==> src/rtl/lif_spike_window_stats_if.sv <==
// lif_spike_window_stats_if
// Result readout bundle between the spike-statistics block and its consumer.
//   out_valid   : results are being presented
//   out_ready   : consumer accepts the presented results
//   spike_count : spike rising edges counted in the window (saturating)
//   last_isi    : interval between the last two events, in enabled cycles
//   min_isi     : smallest interval seen in the window
//   isi_valid   : at least two events were seen in the window
//   overflow    : an event arrived while spike_count was already saturated
// master = producer (statistics block), slave = consumer (readout/host).
interface lif_spike_window_stats_if #(
  parameter int CNT_W = 8,
  parameter int ISI_W = 8
);
  logic             out_valid;
  logic             out_ready;
  logic [CNT_W-1:0] spike_count;
  logic [ISI_W-1:0] last_isi;
  logic [ISI_W-1:0] min_isi;
  logic             isi_valid;
  logic             overflow;

  modport master (
    output out_valid, spike_count, last_isi, min_isi, isi_valid, overflow,
    input  out_ready
  );

  modport slave (
    input  out_valid, spike_count, last_isi, min_isi, isi_valid, overflow,
    output out_ready
  );
endinterface

==> src/rtl/lif_spike_window_stats.sv <==
// lif_spike_window_stats
// Counts spike rising edges from the LIF neuron over a window of win_len
// enabled cycles and measures the last and minimum inter-spike intervals.
// Results are presented over a valid/ready handshake and held afterwards
// until the next accepted start.
// Ports:
//   clk, rst_n : clock, asynchronous active-low reset
//   ena        : global enable; all state frozen while low
//   spike      : spike level from the neuron (rising edge = one event)
//   win_len    : window length in enabled cycles, sampled on accepted start
//   start      : begin a window (only honoured in IDLE with win_len != 0)
//   busy       : high while counting or presenting
//   res        : result bundle (master side)
module lif_spike_window_stats #(
  parameter int CNT_W = 8,
  parameter int WIN_W = 8,
  parameter int ISI_W = 8
) (
  input  logic                             clk,
  input  logic                             rst_n,
  input  logic                             ena,
  input  logic                             spike,
  input  logic [WIN_W-1:0]                 win_len,
  input  logic                             start,
  output logic                             busy,
  lif_spike_window_stats_if.master         res
);

  typedef enum logic [1:0] {
    IDLE    = 2'd0,
    COUNT   = 2'd1,
    PRESENT = 2'd2
  } state_t;

  state_t            state;
  state_t            state_next;
  logic              spike_d;
  logic [WIN_W-1:0]  remaining;
  logic [ISI_W-1:0]  timer;
  logic              seen;
  logic [CNT_W-1:0]  spike_count;
  logic [ISI_W-1:0]  last_isi;
  logic [ISI_W-1:0]  min_isi;
  logic              isi_valid;
  logic              overflow;

  logic              ev;
  logic              accept_start;
  logic [ISI_W-1:0]  isi;

  assign ev           = spike & ~spike_d;
  assign accept_start = (state == IDLE) && start && (win_len != '0);
  // Interval ending at this event, saturating so a very long gap reads as max.
  assign isi          = (&timer) ? timer : timer + 1'b1;

  // State register; only advances on enabled cycles.
  always_ff @(posedge clk or negedge rst_n) begin
    if (!rst_n) begin
      state <= IDLE;
    end else if (ena) begin
      state <= state_next;
    end
  end

  // Next-state logic; the window ends on the cycle remaining reaches 1,
  // so the window spans exactly win_len enabled cycles.
  always_comb begin
    state_next = state;
    case (state)
      IDLE:    if (accept_start) state_next = COUNT;
      COUNT:   if (remaining == WIN_W'(1)) state_next = PRESENT;
      PRESENT: if (res.out_ready) state_next = IDLE;
      default: state_next = IDLE;
    endcase
  end

  // Measurement datapath. spike_d tracks the level in every state so a level
  // already high when the window opens does not count as an event.
  always_ff @(posedge clk or negedge rst_n) begin
    if (!rst_n) begin
      spike_d     <= 1'b0;
      remaining   <= '0;
      timer       <= '0;
      seen        <= 1'b0;
      spike_count <= '0;
      last_isi    <= '0;
      min_isi     <= '0;
      isi_valid   <= 1'b0;
      overflow    <= 1'b0;
    end else if (ena) begin
      spike_d <= spike;
      if (accept_start) begin
        remaining   <= win_len;
        timer       <= '0;
        seen        <= 1'b0;
        spike_count <= '0;
        last_isi    <= '0;
        min_isi     <= '1;
        isi_valid   <= 1'b0;
        overflow    <= 1'b0;
      end else if (state == COUNT) begin
        remaining <= remaining - 1'b1;
        if (ev) begin
          if (&spike_count) begin
            overflow <= 1'b1;
          end else begin
            spike_count <= spike_count + 1'b1;
          end
          if (seen) begin
            last_isi  <= isi;
            isi_valid <= 1'b1;
            if (isi < min_isi) begin
              min_isi <= isi;
            end
          end
          seen  <= 1'b1;
          timer <= '0;
        end else if (seen && !(&timer)) begin
          timer <= timer + 1'b1;
        end
      end
    end
  end

  assign busy            = (state != IDLE);
  assign res.out_valid   = (state == PRESENT);
  assign res.spike_count = spike_count;
  assign res.last_isi    = last_isi;
  assign res.min_isi     = min_isi;
  assign res.isi_valid   = isi_valid;
  assign res.overflow    = overflow;

endmodule

==> src/flat_wrapper.sv <==
// flat-port wrapper written by rule: the top's interface ports become plain ports
module lif_spike_window_stats_flat 
#(
  parameter int CNT_W = 8,
  parameter int WIN_W = 8,
  parameter int ISI_W = 8
)
  (clk, rst_n, ena, spike, win_len, start, busy, res_out_valid, res_spike_count, res_last_isi, res_min_isi, res_isi_valid, res_overflow, res_out_ready);
  lif_spike_window_stats_if #(.CNT_W(CNT_W), .ISI_W(ISI_W)) res_i ();
  input  logic clk;
  input  logic rst_n;
  input  logic ena;
  input  logic spike;
  input  logic [WIN_W-1:0] win_len;
  input  logic start;
  output logic busy;
  output wire logic [$bits(res_i.out_valid)-1:0] res_out_valid;
  output wire logic [$bits(res_i.spike_count)-1:0] res_spike_count;
  output wire logic [$bits(res_i.last_isi)-1:0] res_last_isi;
  output wire logic [$bits(res_i.min_isi)-1:0] res_min_isi;
  output wire logic [$bits(res_i.isi_valid)-1:0] res_isi_valid;
  output wire logic [$bits(res_i.overflow)-1:0] res_overflow;
  input wire logic [$bits(res_i.out_ready)-1:0] res_out_ready;
  assign res_out_valid = res_i.out_valid;
  assign res_spike_count = res_i.spike_count;
  assign res_last_isi = res_i.last_isi;
  assign res_min_isi = res_i.min_isi;
  assign res_isi_valid = res_i.isi_valid;
  assign res_overflow = res_i.overflow;
  assign res_i.out_ready = res_out_ready;
  lif_spike_window_stats #(.CNT_W(CNT_W), .WIN_W(WIN_W), .ISI_W(ISI_W)) u_core (.clk(clk), .rst_n(rst_n), .ena(ena), .spike(spike), .win_len(win_len), .start(start), .busy(busy), .res(res_i));
endmodule
==> config.mk <==
export PLATFORM = sky130hd
export DESIGN_NAME = lif_spike_window_stats_flat
export DESIGN_NICKNAME = d
export VERILOG_FILES = /design/src/rtl/lif_spike_window_stats_if.sv /design/src/rtl/lif_spike_window_stats.sv /design/src/flat_wrapper.sv
export SDC_FILE = /design/constraint.sdc
export NUM_CORES = 1
export LEC_CHECK = 0
export ABC_CLOCK_PERIOD_IN_PS = 3700
export CORE_MARGIN = 1.5
export CORE_UTILIZATION = 25
export CTS_BUF_LIST = sky130_fd_sc_hd__clkbuf_16
export DETAILED_ROUTE_END_ITERATION = 8
export PLACE_DENSITY = 0.5
export SLEW_MARGIN = 20
export SYNTH_ARGS = -nofsm -noshare
export SYNTH_HDL_FRONTEND = slang
export SYNTH_SLANG_ARGS = --single-unit
export TNS_END_PERCENT = 30
==> constraint.sdc <==
create_clock -name clk -period 3.7 [get_ports clk]
set_input_delay 0.555 -clock clk [delete_from_list [all_inputs] [get_ports clk]]
set_output_delay 0.555 -clock clk [all_outputs]
set_load 0.005 [all_outputs]
==> results of run 1 <==
per-stage QoR:
stage	setup WS, ns	cells	power (W)	utilization, %
4_1_cts	0.230	478	0.00197	32.7
3_3_place_gp	0.349	470	0.00150	31.3
2_1_floorplan	0.723	297	0.00120	-
6_report	0.330	478	0.00194	32.8
5_1_grt	0.0245	478	0.00210	32.8
3_5_place_dp	0.222	470	0.00151	31.3
power breakdown:
| group | switching, W | internal [W] | total, W |
|---|---|---|---|
| Combinational | 0.000357 | 0.000361 | 0.000718 |
| Clock | 0.000197 | 0.000250 | 0.000447 |
| Sequential | 0.000143 | 0.000635 | 0.000778 |
| Total | 0.000697 | 0.00125 | 0.00194 |
logic make-up (layout without fill, tap and decap cells):
logic type,Yosys count,count (layout)
AOI/OAI and AO/OA,85,85
buffers and inverters,29,74
adders and majority gates,11,11
xor gates and xnor gates,5,5
DFF,46,46
muxes,12,12
and+or+nand+nor,109,109
area by class of cell:
| cell class | instances | share of cell area (%) |
|---|---|---|
| flip-flops and latches | 46 | 33.7 |
| well taps | 136 | 4.99 |
| repair buffers | 46 | 13.1 |
| multi-input cells | 222 | 41.7 |
| clock inverters | 3 | 0.623 |
| inverters | 20 | 2.20 |
| clock buffers | 5 | 3.67 |
flip-flops by register name, summed over array words and instances, names as in the netlist:
| name | cells |
|---|---|
| u_core.remaining | 8 |
| u_core.res.isi_valid | 1 |
| u_core.res.last_isi | 8 |
| u_core.res.min_isi | 8 |
| u_core.res.overflow | 1 |
| u_core.res.spike_count | 8 |
| u_core.seen | 1 |
| u_core.spike_d | 1 |
| u_core.state | 2 |
| u_core.timer | 8 |
per-layer routing:
metal | vias to the layer above | share of wire [%] | GRT usage (%)
met4 | 0 | 1.7 | 4.00
li1 | 1165 | - | -
met5 | - | 0 | 0
met1 | 1101 | 51 | 17.2
met2 | 33 | 45 | 19.1
met3 | 9 | 2.2 | 2.07
worst paths after layout:
check / start / slack, ns / cells after the start / to
max: u_core.timer[0]$_DFFE_PN0P_ / 0.33 / 11 / u_core.res.min_isi[7]$_DFFE_PN0P_
min: rst_n / 0.27 / 1 / u_core.res.spike_count[2]$_DFFE_PN0P_
max reg2reg: u_core.timer[0]$_DFFE_PN0P_ / 0.33 / 11 / u_core.res.min_isi[7]$_DFFE_PN0P_
min reg2reg: u_core.res.last_isi[2]$_DFFE_PN0P_ / 0.50 / 2 / u_core.res.last_isi[2]$_DFFE_PN0P_
max in group asynchronous: rst_n / 3.00 / 1 / u_core.remaining[1]$_DFFE_PN0P_
min in group clk: u_core.res.last_isi[2]$_DFFE_PN0P_ / 0.50 / 2 / u_core.res.last_isi[2]$_DFFE_PN0P_
placed cells by master, fill, tap and decap left out, drive strengths merged, types with 2 or more instances in the layout:
cell type      count
dfrtp             46
clkdlybuf4s50     40
nor2              35
o21ai             34
inv               20
a21oi             19
nand3             16
nand2             15
ha                11
mux2i              9
nor3               7
buf                6
and3               5
a211oi             5
a31oi              5
clkbuf             5
nand4              4
nor2b              4
o211ai             4
nand3b             3
xnor2              3
and2               3
o21a               3
nand2b             3
or4                3
mux2               3
xor2               2
nor3b              2
clkinv             2
critical path, stage by stage (launching register included):
cell and delay, ns:
dfrtp_1 0.44, ha_1 0.27, nand3_1 0.13, nor2_2 0.26, mux2i_1 0.36, inv_1 0.08
ha_1 0.21, or4b_2 0.61, nor3_1 0.15, or3b_2 0.17, nand3b_1 0.34, mux2i_1 0.22
what timing repair did:
item / in CTS / in global routing
gates resized for setup: 0 / 1
endpoints found under the setup margin: 0 / 7
hold endpoints to repair: 0 / 0
buffers inserted: 0 / 0
==> out/metrics.cfg, run 1 <==
[yosys]
yosys-mux-area-fraction_pct=4.59
synth_top_family_by_area=simple AND/OR/NAND/NOR gates
synth_edf_count=0
synth_simple_gate_area_share_pct=21.0
ys_warn_count=0
synth.most_common_cell=dfrtp_1
synthArstFlopShare_pct=100
synth_xor_xnor_area_share_pct=1.62
synth.largest_area_cell=dfrtp_1
synth_fa_ha_area_share_pct=5.10
syn-instance-count=297
synth_compound_area_share_pct=20.3
synth_commonest_cells=46 x dfrtp_1, 34 x nor2_1, 30 x o21ai_0
synth_area_mm2=0.00270
ys_types=59
ys_top_cells_by_area=dfrtp_1 43%, o21ai_0 5.6%, ha_1 5.1%
synth-seq-cells=46
yosys.area.top_type_share_pct=42.6
seq_area_frac_synth_pct=42.6
synth_area_per_cell_um2=9.09
synthFlopType=dfrtp_1
synth_nets=322

[setup_path]
crit_type=flip-flop to flip-flop
cp_max_fo=7
worstSetupStartpointType=flip-flop
cp_data_required_time_ns=3.85
cp-end-kind=flip-flop
crit_arrival_ns=3.52

[die]
initial_core_util_pct=25.9
fp.dieH_um=107
core_mm2=0.0104
rows=37
ios=42
dieArea_mm2=0.0114
die_w_um=107

[routing]
num_vias=2308
drt_iter0_markers=99
wire_per_inst_um=14.0
firstDrtPassIters=4
ant_nets=0
viasPerCell=4.83
drt-total-wl_um=6710
route.detailed.drc=0

[finish]
stdcell_area_mm2=0.00341
nFillCells=1101
syn_to_final_growth_pct=26.4
drive_above_1_share_pct=8.48
multiInputGateArea_mm2=0.00142
nNetsFinal=366
regArea_mm2=0.00115
antenna_cells=0

[sta]
max_freq_mhz=297
rsz0062_at_grt=false
finClkSkew_ns=0.00688
finalSetupViolCount=0
fin_setup_tns_ns=0
tightest_slew_ns=0.701
fin_crit_sh_pct=91.1
hold_viol=0
timing.hold.ws_ns=0.268
relSlewSlack_pct=53.2
period_minus_slack_ns=3.37
final_max_slew_viol_count=0

[global_route]
grt_pass1_wl_um=11200
globalRouteOverflowTotal=0
grt_pass1_vias=2221
antenna_found_initial=0
grt.total_usage_pct=12.3
grt_max_degree=47

[placed_design]
port_buffers=41
dpl_cell_area_mm2=0.00326
dp.final_hpwl_um=5030
place_congestion=0.774

[hold_path]
holdCritPathClass=input pin to asynchronous set/reset pin

[pwr]
powerDensity_mw_per_mm2=570
peakVddDrop_uv=190
total_leakage_power_nw=1.52

[clocking]
cts.sinks=46
h-tree-depth=2
clock_path_buffers=2
cts.clk_slew.worst_paths_ns=0.07
clock-root-buffer=clkbuf_16
cts_hold_buf=0
numCtsBuffers=5
clk_latency_ns=0.29
tritoncts=built

[job]
cap_violations=0

[status]
run_status=complete, no violations

Power figures use the tool's default switching activity.
==> inputs of run 2 (changes only) <==
- ABC_CLOCK_PERIOD_IN_PS: 3700 -> 4100
- clock period: 3.7 -> 4.1 ns (I/O delays scaled with it)
==> run 2 against run 1 <==
Routed wire length is 0.16% higher. Worst setup slack improved by 0.17 ns. Via count increased by 2.3%. Final cell count fell by 0.21%. Critical path type unchanged. Design area is 0.37% lower. Non-clock buffer count fell by 1. Largest power group unchanged. Utilization down 0.12 points. Die area is the same. Clock power decreased by 9.2%.
==> out/metrics.cfg, run 2 (same netlist as run 1, synthesis figures left out) <==
[status]
run_status=complete, no violations

[setup_path]
critPathMaxStageDelay_ns=0.61
rr_startpoint=u_core.timer[0]$_DFFE_PN0P_
crit_family=simple AND/OR/NAND/NOR gates
critPathBufInv=1
reg2regPathDepth=11
reg2reg_to=u_core.res.min_isi[6]$_DFFE_PN0P_
crit_end=u_core.res.min_isi[6]$_DFFE_PN0P_
cp_num_cells=11
cp_slowest_cell=or4b_2
crit_type=flip-flop to flip-flop
cp_max_fo=7
rrSetupSlack_ns=0.50
cp-end-kind=flip-flop
worstSetupStartpointType=flip-flop
crit_chain=ha_1 -> nand3_1 -> nor2_1 -> mux2i_1 -> inv_1 -> ha_1 -> or4b_2 -> nor3_1 -> or3b_2 -> nand3b_1 -> mux2i_1
crit_path_start=u_core.timer[0]$_DFFE_PN0P_
cp_data_required_time_ns=4.25
crit_arrival_ns=3.75

[sta]
max_freq_mhz=278
worst_slack_ns=0.502
hold_viol=0
fin_setup_tns_ns=0
finClkSkew_ns=0.00667
tightest_slew_ns=0.747
period_minus_slack_ns=3.60
final_max_slew_viol_count=0
relSlewSlack_pct=50.1
rsz0062_at_grt=false
fin_crit_sh_pct=87.7
finalSetupViolCount=0

[placed_design]
place_congestion=0.739
port_buffers=41
dp.final_hpwl_um=4970
place_inst=469
pre_cts_ws_ns=0.526

[clocking]
cts_hold_buf=0
tritoncts=built
cts.clk_slew.worst_paths_ns=0.07
postCtsSetupBuffers=0
clock-root-buffer=clkbuf_16
cts_resized=0
clk_latency_ns=0.29
numCtsBuffers=5
clock_path_buffers=2
cts.sinks=46
h-tree-depth=2

[pwr]
peakVddDrop_uv=221
powerDensity_mw_per_mm2=518
total_leakage_power_nw=1.51
p_total_w=0.00176

[die]
fp.dieH_um=107
dieArea_mm2=0.0114
rows=37
core_mm2=0.0104
ios=42
die_w_um=107
initial_core_util_pct=25.9

[routing]
firstDrtPassIters=4
viasPerCell=4.95
drt_iter0_markers=141
drt-total-wl_um=6720
wire_per_inst_um=14.1
route.detailed.drc=0
num_vias=2361
ant_nets=0

[finish]
syn_to_final_growth_pct=25.9
nFillCells=1104
stdcell_count=477
drive_above_1_share_pct=7.92
final_common_cell=dfrtp_1
finalCoreUtilization_pct=32.6
antenna_cells=0
layout_common_cells=46 x dfrtp_1, 40 x clkdlybuf4s50_1, 34 x nor2_1
nNetsFinal=365

[global_route]
globalRouteOverflowTotal=0
grt_max_degree=47
antenna_found_initial=0
grt.total_usage_pct=12.8
grt_pass1_vias=2311
grt_pass1_wl_um=11700

[hold_path]
holdCritPathClass=input pin to asynchronous set/reset pin

[job]
cap_violations=0

-- run 2: cell types whose count changed in the layout (fill, tap and decap cells not counted) --
cell	previous run	this run
buf_4	6	4
buf_2	0	1
nor2_1	33	34
nor2_2	2	1
-- run 2: where the power goes --
group,internal (W),switching (W)
logic,0.000326,0.000329
registers,0.000573,0.000127
clock network,0.000226,0.000180
-- run 2: metrics by stage --
step | cell area (um2) | hold slack (ns)
after CTS | 3400 | 0.450
after detailed placement | 3250 | 0.476
final | 3400 | 0.411
after global placement | 3250 | 0.483
after global routing | 3400 | 0.482
after floorplan | 2700 | 0.319
-- run 2: how the worst min path moves through the flow --
stage / startpoint / end / slack (ns) / cells after the start
after global routing: rst_n / u_core.res.spike_count[1]$_DFFE_PN0P_ / 0.48 / 2
after CTS: rst_n / u_core.res.spike_count[1]$_DFFE_PN0P_ / 0.45 / 2
after floorplan: rst_n / u_core.remaining[0]$_DFFE_PN0P_ / 0.32 / 0
final: rst_n / u_core.res.spike_count[1]$_DFFE_PN0P_ / 0.41 / 2
after global placement: u_core.res.last_isi[3]$_DFFE_PN0P_ / u_core.res.last_isi[3]$_DFFE_PN0P_ / 0.48 / 2
after detailed placement: u_core.res.spike_count[7]$_DFFE_PN0P_ / u_core.res.spike_count[7]$_DFFE_PN0P_ / 0.48 / 1
-- run 2: final cells by class --
type | instances | area [um2] | share of cell area [%]
Multi-Input combinational cell | 222 | 1420 | 41.8
Sequential cell | 46 | 1150 | 33.9
Timing Repair Buffer | 45 | 435 | 12.8
Tap cell | 136 | 170 | 5.01
Clock buffer | 5 | 125 | 3.68
Inverter | 20 | 75.1 | 2.21
Clock inverter | 3 | 21.3 | 0.626
-- run 2: layer usage --
metal	share of wire (%)	up-vias	track usage, %
met5	0	-	0
met4	0.98	0	3.24
met3	2.3	5	2.19
met2	46	40	20.9
met1	50	1152	17.6
li1	-	1164	-
==> inputs of run 3 (changes only) <==
- ABC_CLOCK_PERIOD_IN_PS: 4100 -> 3630
- clock period: 4.1 -> 3.63 ns (I/O delays scaled with it)
==> run 3 against run 2 <==
Critical path depth is 1 higher. First-iteration DRC count is 30% lower. Clock skew is 0.0028 ns lower. Routed wire length hardly changed. Clock power is 29% higher.
==> out/metrics.cfg, run 3 (same netlist as run 1, synthesis figures left out) <==
[status]
run_status=complete, no violations

[setup_path]
rr_startpoint=u_core.timer[0]$_DFFE_PN0P_
crit_chain=ha_1 -> nand3_1 -> nor2_2 -> mux2i_1 -> inv_1 -> ha_1 -> or4b_2 -> nor3_1 -> or3b_2 -> nand3b_1 -> buf_4 -> mux2i_1
reg2regPathDepth=12
critPathMaxStageDelay_ns=0.61
crit_type=flip-flop to flip-flop
cp_max_fo=7
cp_data_required_time_ns=3.78
cp-end-kind=flip-flop
reg2reg_to=u_core.res.min_isi[1]$_DFFE_PN0P_
cp_slowest_cell=or4b_2
crit_arrival_ns=3.39
rrSetupSlack_ns=0.40
worstSetupStartpointType=flip-flop

[global_route]
globalRouteOverflowTotal=0
grt_max_degree=47
grt_pass1_vias=2246
antenna_found_initial=0
grt.total_usage_pct=12.7
grt_pass1_wl_um=11600

[routing]
viasPerCell=4.88
wire_per_inst_um=14.0
firstDrtPassIters=4
ant_nets=0
num_vias=2349
drt_iter0_markers=99
drt-total-wl_um=6730
route.detailed.drc=0

[finish]
antenna_cells=0
layout_common_cells=46 x dfrtp_1, 40 x clkdlybuf4s50_1, 33 x nor2_1
final_common_cell=dfrtp_1
multiInputGateArea_mm2=0.00142
drive_above_1_share_pct=8.99
nFillCells=1089
regArea_mm2=0.00115
syn_to_final_growth_pct=27.8
nNetsFinal=369

[sta]
rsz0062_at_grt=false
final_max_slew_viol_count=0
fin_crit_sh_pct=89.0
tightest_slew_ns=0.602
finalSetupViolCount=0
max_freq_mhz=309
worst_slack_ns=0.398
hold_viol=0
period_minus_slack_ns=3.23
relSlewSlack_pct=59.9
fin_setup_tns_ns=0
finClkSkew_ns=0.00392

[die]
fp.dieH_um=107
ios=42
die_w_um=107
core_mm2=0.0104
dieArea_mm2=0.0114
rows=37
initial_core_util_pct=25.9

[clocking]
postCtsSetupBuffers=0
numCtsBuffers=5
tritoncts=built
clock_path_buffers=2
clk_latency_ns=0.28
clock-root-buffer=clkbuf_16
cts.clk_slew.worst_paths_ns=0.07
h-tree-depth=2
cts.sinks=46

[placed_design]
pre_cts_ws_ns=0.354
dp.final_hpwl_um=5020
port_buffers=41
place_congestion=0.763

[pwr]
p_sw_share_pct=34.8
p_total_w=0.00206
peakVddDrop_uv=184
pwr-share-clk_pct=25.5
seqPwrFrac_pct=38.5
p_switching_w=0.000716
p_int_w=0.00134
powerDensity_mw_per_mm2=596
total_leakage_power_nw=1.54
pwr-share-comb_pct=35.9

[job]
cap_violations=0

[hold_path]
holdCritPathClass=input pin to asynchronous set/reset pin

==> run 3: worst max path at each step <==
stage | end | depth (start not counted) | from
2_1_floorplan | u_core.res.min_isi[6]$_DFFE_PN0P_ | 12 | u_core.timer[0]$_DFFE_PN0P_
5_1_grt | u_core.res.min_isi[5]$_DFFE_PN0P_ | 12 | u_core.timer[0]$_DFFE_PN0P_
3_3_place_gp | u_core.res.min_isi[6]$_DFFE_PN0P_ | 12 | u_core.timer[0]$_DFFE_PN0P_
4_1_cts | u_core.res.min_isi[1]$_DFFE_PN0P_ | 12 | u_core.timer[0]$_DFFE_PN0P_
3_5_place_dp | u_core.res.min_isi[5]$_DFFE_PN0P_ | 12 | u_core.timer[0]$_DFFE_PN0P_
6_report | u_core.res.min_isi[1]$_DFFE_PN0P_ | 12 | u_core.timer[0]$_DFFE_PN0P_
==> run 3: final cells by class <==
cell class	count	area share, %
sequential	46	33.3
timing repair buffer	49	13.5
clock buffer	5	3.62
inverter	20	2.17
clock inverter	3	1.20
tap	136	4.93
multi-input combinational	222	41.2
==> run 3: per-layer routing <==
layer / routed length [um] / track usage [%]
met1: 3410 / 18.6
met2: 3070 / 19.6
met5: 0 / 0
met4: 75 / 3.14
met3: 168 / 1.95
==> run 3: power groups by stage <==
stage / combinational, W / clock (W) / sequential (W)
finish: 0.000739 / 0.000525 / 0.000793
global route: 0.000839 / 0.000564 / 0.000818
CTS: 0.000751 / 0.000540 / 0.000794
detailed placement: 0.000747 / 0 / 0.000801
global placement: 0.000739 / 0 / 0.000801
floorplan: 0.000458 / 0 / 0.000768
==> run 3: stage by stage <==
stage               util, %  cells  instance area, um2  hold slack [ns]
finish                 33.1    481                3450            0.344
CTS                    33.1    481                3450            0.387
detailed placement     31.5    473                3280            0.483
global placement       31.5    473                3280            0.481
floorplan                 -    297                2700            0.249
global route           33.1    481                3450            0.403
==> run 3: repair_timing <==
action / 4_1_cts / 5_1_grt
endpoints found under the setup margin: 0 / 7
resized for setup: 0 / 1
hold buffers: 0 / 0
==> run 3: worst max-delay path, delay by kind of cell (launching register included) <==
family	cells	cell delay, ns
and+or+nand+nor	6	1.40
DFF	1	0.46
muxes	2	0.49
buffers and inverters	2	0.27
adders and majority gates	2	0.49
==> RTL change 1: new RTL, flow settings as in run 1 <==
Encoding of `state_t`: now one-hot (3 bits for 3 states).
--- a/src/rtl/lif_spike_window_stats.sv
+++ b/src/rtl/lif_spike_window_stats.sv
@@ -27,8 +27,8 @@
 );
 
-  typedef enum logic [1:0] {
-    IDLE    = 2'd0,
-    COUNT   = 2'd1,
-    PRESENT = 2'd2
+  typedef enum logic [2:0] {
+    IDLE    = 3'b001,
+    COUNT   = 3'b010,
+    PRESENT = 3'b100
   } state_t;
 
Formal check against the unedited RTL: same outputs for any inputs over 4 cycles, from zero or initial values and one cycle with rst_n low; so few cycles prove little.
==> RTL change 1 against run 1 <==
  * Routed wire length rose by 1.0%
  * Final area did not move
  * Critical path depth fell by 1
  * Sequential cell count rose by 1
  * Combinational power fell by 42%
  * Count of clock-buffer cells in the layout did not move
  * Via count barely moved
  * Power fell by 22%
  * Worst hold slack barely moved
  * Area after synthesis rose by 0.56%
  * Setup slack improved by 0.071 ns
  * Critical path type unchanged
  * Critical endpoint is now u_core.res.min_isi[6]
  * Largest cell class unchanged
  * Largest power group unchanged
==> RTL change 1: results (changes against run 1) <==
| Metric | Value |
|---|---|
| Synth cell count leaders | dfrtp_1 (46), nand2_1 (38), nor2_1 (24) |
| Post-DP Area | 0.003276 mm2 (+0.38%) |
| Layout cells sized above 1 | 9.281% (+0.80 points) |
| Initial DRC Count | 76 (-23%) |
| Lkg Pwr | 1.478 nW (-2.5%) |
| Worst-path fanout max | 8 (+1) |
| Crit-path slowest cell | dfrtp_1 |
| First-pass GRT wire length | 11540 um (+3.3%) |
| Post-layout net count | 359 (-1.9%) |
| Via count | 2307 (-0.043%) |
| Worst clock skew | 0.003468 ns (-0.003408 ns) |
| Top cells by area, synth | dfrtp_1 (42%), nand2_1 (5.3%), ha_1 (5.1%), a21oi_1 (3.9%), nor2_1 (3.3%) |
| Hpwl dp | 4908 um (-2.4%) |
| Crit-path max cell delay | 0.46 ns (-0.15 ns) |
| VDD IR max | 0.2233 mV (+18%) |
| WL per Instance | 14.43 um (+2.8%) |
| Outcome | finished clean |
| Post-cts resize count | 0 (unchanged) |
| Routability cong. | 0.8363 (+8.0%) |
| Sequential element share of the synthesized area | 43.36% (+0.73 points) |
| Hold Crit Class | in2async |
| Fillers | 1112 (+1.0%) |
| Syn nets | 316 (-1.9%) |
| Pin count of the biggest net entering global routing | 45 (-4.3%) |
| All-Layer GR Usage | 12.68% (+0.40 points) |
[RTL change 1: cell types whose count changed after synthesis, sizes merged, moves of 5 or more]
cell          run 1  this run
a22o              1         6
inv              20        15
mux2i             9         4
nand2            15        39
nand3            16         8
nor2             35        24
o21ai            34        19
[RTL change 1: area by class of cell]
type | instances | share of cell area [%]
sequential | 47 | 34.51
tap | 136 | 4.987
timing repair buffer | 46 | 13.05
clock inverter | 2 | 0.2567
inverter | 15 | 1.650
multi-input combinational | 219 | 41.88
clock buffer | 5 | 3.667
[RTL change 1: final timing paths]
| check | from | end | slack (ns) | cells after the start |
|---|---|---|---|---|
| max | u_core.timer[0] | u_core.res.min_isi[6] | 0.40 | 10 |
| min | rst_n | u_core.res.last_isi[3] | 0.27 | 1 |
| max reg2reg | u_core.timer[0] | u_core.res.min_isi[6] | 0.40 | 10 |
| min reg2reg | u_core.res.last_isi[4] | u_core.res.last_isi[4] | 0.49 | 1 |
| max in group asynchronous | rst_n | u_core.remaining[3] | 2.93 | 2 |
| min in group clk | u_core.res.last_isi[4] | u_core.res.last_isi[4] | 0.49 | 1 |
[RTL change 1: per-stage QoR]
stage | cells | utilization [%] | power (mW)
floorplan | 291 | - | 0.9456
global placement | 463 | 31.45 | 1.105
detailed placement | 463 | 31.45 | 1.108
CTS | 470 | 32.73 | 1.543
global route | 470 | 32.76 | 1.625
finish | 470 | 32.76 | 1.522
[RTL change 1: report_power, final]
part	switching [mW]	internal, mW
combinational	0.232	0.183
clock	0.183	0.243
sequential	0.0906	0.591
[RTL change 1: logic make-up (layout without fill, tap and decap cells)]
| logic type | count (synthesis) | in the layout | synth area share, % |
|---|---|---|---|
| flops | 47 | 47 | 43.36 |
| fa+ha+maj | 11 | 11 | 5.069 |
| compound gates | 80 | 80 | 19.82 |
| xor+xnor | 4 | 4 | 1.290 |
| buf+inv | 25 | 68 | 4.009 |
| simple gates | 113 | 113 | 22.07 |
| mux | 11 | 11 | 4.378 |
[RTL change 1: per-layer routing]
| metal | vias to the layer above | track usage (%) | wire length, um |
|---|---|---|---|
| met3 | 6 | 2.371 | 238 |
| met4 | 0 | 2.857 | 58 |
| met2 | 40 | 21.29 | 3236 |
| li1 | 1154 | - | - |
| met1 | 1107 | 16.84 | 3249 |
| met5 | - | 0 | 0 |
==> RTL change 2: new RTL, flow settings as in run 1 <==
Made on the original files. `ISI_W` is set to 8 in 3 places; all go to 12.
--- a/src/rtl/lif_spike_window_stats_if.sv
+++ b/src/rtl/lif_spike_window_stats_if.sv
@@ -11,5 +11,5 @@
 interface lif_spike_window_stats_if #(
   parameter int CNT_W = 8,
-  parameter int ISI_W = 8
+  parameter int ISI_W = 12
 );
   logic             out_valid;
--- a/src/rtl/lif_spike_window_stats.sv
+++ b/src/rtl/lif_spike_window_stats.sv
@@ -15,5 +15,5 @@
   parameter int CNT_W = 8,
   parameter int WIN_W = 8,
-  parameter int ISI_W = 8
+  parameter int ISI_W = 12
 ) (
   input  logic                             clk,
--- a/src/flat_wrapper.sv
+++ b/src/flat_wrapper.sv
@@ -4,5 +4,5 @@
   parameter int CNT_W = 8,
   parameter int WIN_W = 8,
-  parameter int ISI_W = 8
+  parameter int ISI_W = 12
 )
   (clk, rst_n, ena, spike, win_len, start, busy, res_out_valid, res_spike_count, res_last_isi, res_min_isi, res_isi_valid, res_overflow, res_out_ready);
Ports: changed (resized res_last_isi and res_min_isi); port bits go from 42 to 50. The function was not compared with the original's and may differ.
==> RTL change 2 against run 1 <==
  * Final area increased by 31%
  * Utilization increased by 0.53 points
  * First-iteration DRC count increased by 25%
  * Die area increased by 27%
  * Sequential cell count increased by 12
  * Setup slack improved by 0.085 ns
  * Clock skew increased by 0.00057 ns
  * Synthesized cell count increased by 27%
  * Routed wire length increased by 32%
  * Area after synthesis increased by 28%
  * Critical path depth increased by 2
  * Power increased by 39%
  * Combinational power increased by 31%
==> RTL change 2: results (changes against run 1) <==
| Metric | Value |
|---|---|
| Met3 WL | 511 um (+250%) |
| WL per Instance | 14.36 um (+2.2%) |
| Worst Max-Slew Pin Slew | 0.7278 ns (+0.02725 ns) |
| Clock transition at path regs | 0.05 ns (-0.02 ns) |
| Synth cell count leaders | dfrtp_1 (58), inv_1 (32), nand2_1 (30), nor2_1 (30), o21ai_0 (29) |
| # diodes | 0 (unchanged) |
| Worst-path fanout max | 9 (+2) |
| Reg2reg path depth | 13 (+2) |
| Worst clock skew | 0.007446 ns (+0.0005697 ns) |
| Initial DRC Count | 124 (+25%) |
| Vias in the first global route | 2980 (+34%) |
| WL met2 | 4137 um (+37%) |
| DRT met1 WL | 4041 um (+18%) |
| RR Endpoint | u_core.res.min_isi[8] |
| All-Layer GR Usage | 13.15% (+0.87 points) |
| Switch share | 33.84% (-2.0 points) |
| Top cells by area, synth | dfrtp_1 (42%), ha_1 (5.4%), o21ai_0 (4.2%), a22oi_2 (3.6%), inv_1 (3.5%) |
| First-pass GRT wire length | 14980 um (+34%) |
| Post-DP Area | 0.004185 mm2 (+28%) |
| VDD IR max | 0.2125 mV (+12%) |
| Pin count of the biggest net entering global routing | 33 (-30%) |
| Routability cong. | 0.8608 (+11%) |
| Lkg Pwr | 2.068 nW (+36%) |
| Htree depth | 3 (+1) |
| Hpwl dp | 6654 um (+32%) |
| FF-to-FF setup slack | 0.42 ns (+0.08 ns) |
| Hold slack | 0.2880 ns (+0.02006 ns) |
| Crit-path max cell delay | 0.49 ns (-0.12 ns) |
| Post-synth cell types | 55 (-6.8%) |
| Outcome | finished clean |
| Worst-Skew Late Latency | 0.33 ns (+0.04 ns) |
| Fillers | 1399 (+27%) |
| Post-layout net count | 465 (+27%) |
| Num CTS Buffers | 9 (+4) |
| Vias per cell | 4.838 (+0.19%) |
| Layout cells sized above 1 | 10.23% (+1.7 points) |
| Syn nets | 405 (+26%) |
| Number of port buffers | 49 (+20%) |
| Multi-input logic area | 0.001803 mm2 (+27%) |
| Sequential element share of the synthesized area | 41.94% (-0.69 points) |
| Yosys warnings | 0 (unchanged) |
| Crit-path slowest cell | dfrtp_1 |
==> RTL change 2: cell count changes in the layout (fill, tap and decap cells not counted), moves of 8 or more <==
cell / before / now
a22oi_2: 0 / 10
and3_1: 5 / 13
buf_4: 6 / 14
clkdlybuf4s50_1: 40 / 48
dfrtp_1: 46 / 58
inv_1: 20 / 33
mux2i_1: 9 / 1
nand2_1: 15 / 30
==> RTL change 2: per-layer routing <==
layer / up-vias / global-route usage (%)
met5: - / 0
met2: 89 / 21.66
met1: 1398 / 16.29
li1: 1481 / -
met4: 0 / 4.485
met3: 12 / 4.057
==> RTL change 2: how the worst max path moves through the flow <==
stage	slack, ns	start	to
floorplan	0.80	u_core.timer[1]	u_core.res.min_isi[4]
global placement	0.48	u_core.timer[0]	u_core.res.min_isi[8]
detailed placement	0.40	u_core.timer[0]	u_core.res.min_isi[9]
CTS	0.40	u_core.timer[0]	u_core.res.min_isi[8]
global route	0.08	u_core.timer[0]	u_core.res.min_isi[10]
finish	0.42	u_core.timer[0]	u_core.res.min_isi[8]
==> RTL change 2: cells by family (layout without fill, tap and decap cells) <==
| logic type | after synthesis | in the layout | synth area share (%) |
|---|---|---|---|
| flops | 58 | 58 | 41.94 |
| xor+xnor | 9 | 9 | 2.278 |
| fa+ha+maj | 15 | 15 | 5.423 |
| buf+inv | 46 | 110 | 5.965 |
| mux | 4 | 4 | 1.374 |
| compound gates | 108 | 108 | 23.07 |
| simple gates | 136 | 136 | 19.96 |
==> RTL change 2: stage by stage <==
stage / setup WS [ns] / std cells
3_5_place_dp: 0.4049 / 601
2_1_floorplan: 0.8017 / 376
5_1_grt: 0.07723 / 616
3_3_place_gp: 0.4757 / 601
4_1_cts: 0.3980 / 616
6_report: 0.4153 / 616
==> RTL change 2: area by class of cell <==
type / count / share of cell area [%]
clock inverter: 6 / 1.122
timing repair buffer: 63 / 13.24
clock buffer: 9 / 5.049
inverter: 32 / 2.693
multi-input combinational: 272 / 40.42
tap: 176 / 4.937
sequential: 58 / 32.54
==> RTL change 2: power groups by stage <==
| stage | Clock [mW] | Sequential (mW) | Combinational, mW |
|---|---|---|---|
| floorplan | 0 | 0.949 | 0.557 |
| global placement | 0 | 0.992 | 0.943 |
| detailed placement | 0 | 0.993 | 0.950 |
| CTS | 0.799 | 0.987 | 0.956 |
| global route | 0.825 | 1.02 | 1.07 |
| finish | 0.778 | 0.987 | 0.944 |
==> RTL change 2: critical path: cells and delay by family, from the launching register on <==
family | cells | cell delay, ns
flip-flops | 1 | 0.49
AND/OR/NAND/NOR | 3 | 0.70
buffers and inverters | 2 | 0.31
AO/OA/AOI/OAI | 6 | 1.17
adder cells (fa/ha/maj) | 2 | 0.53
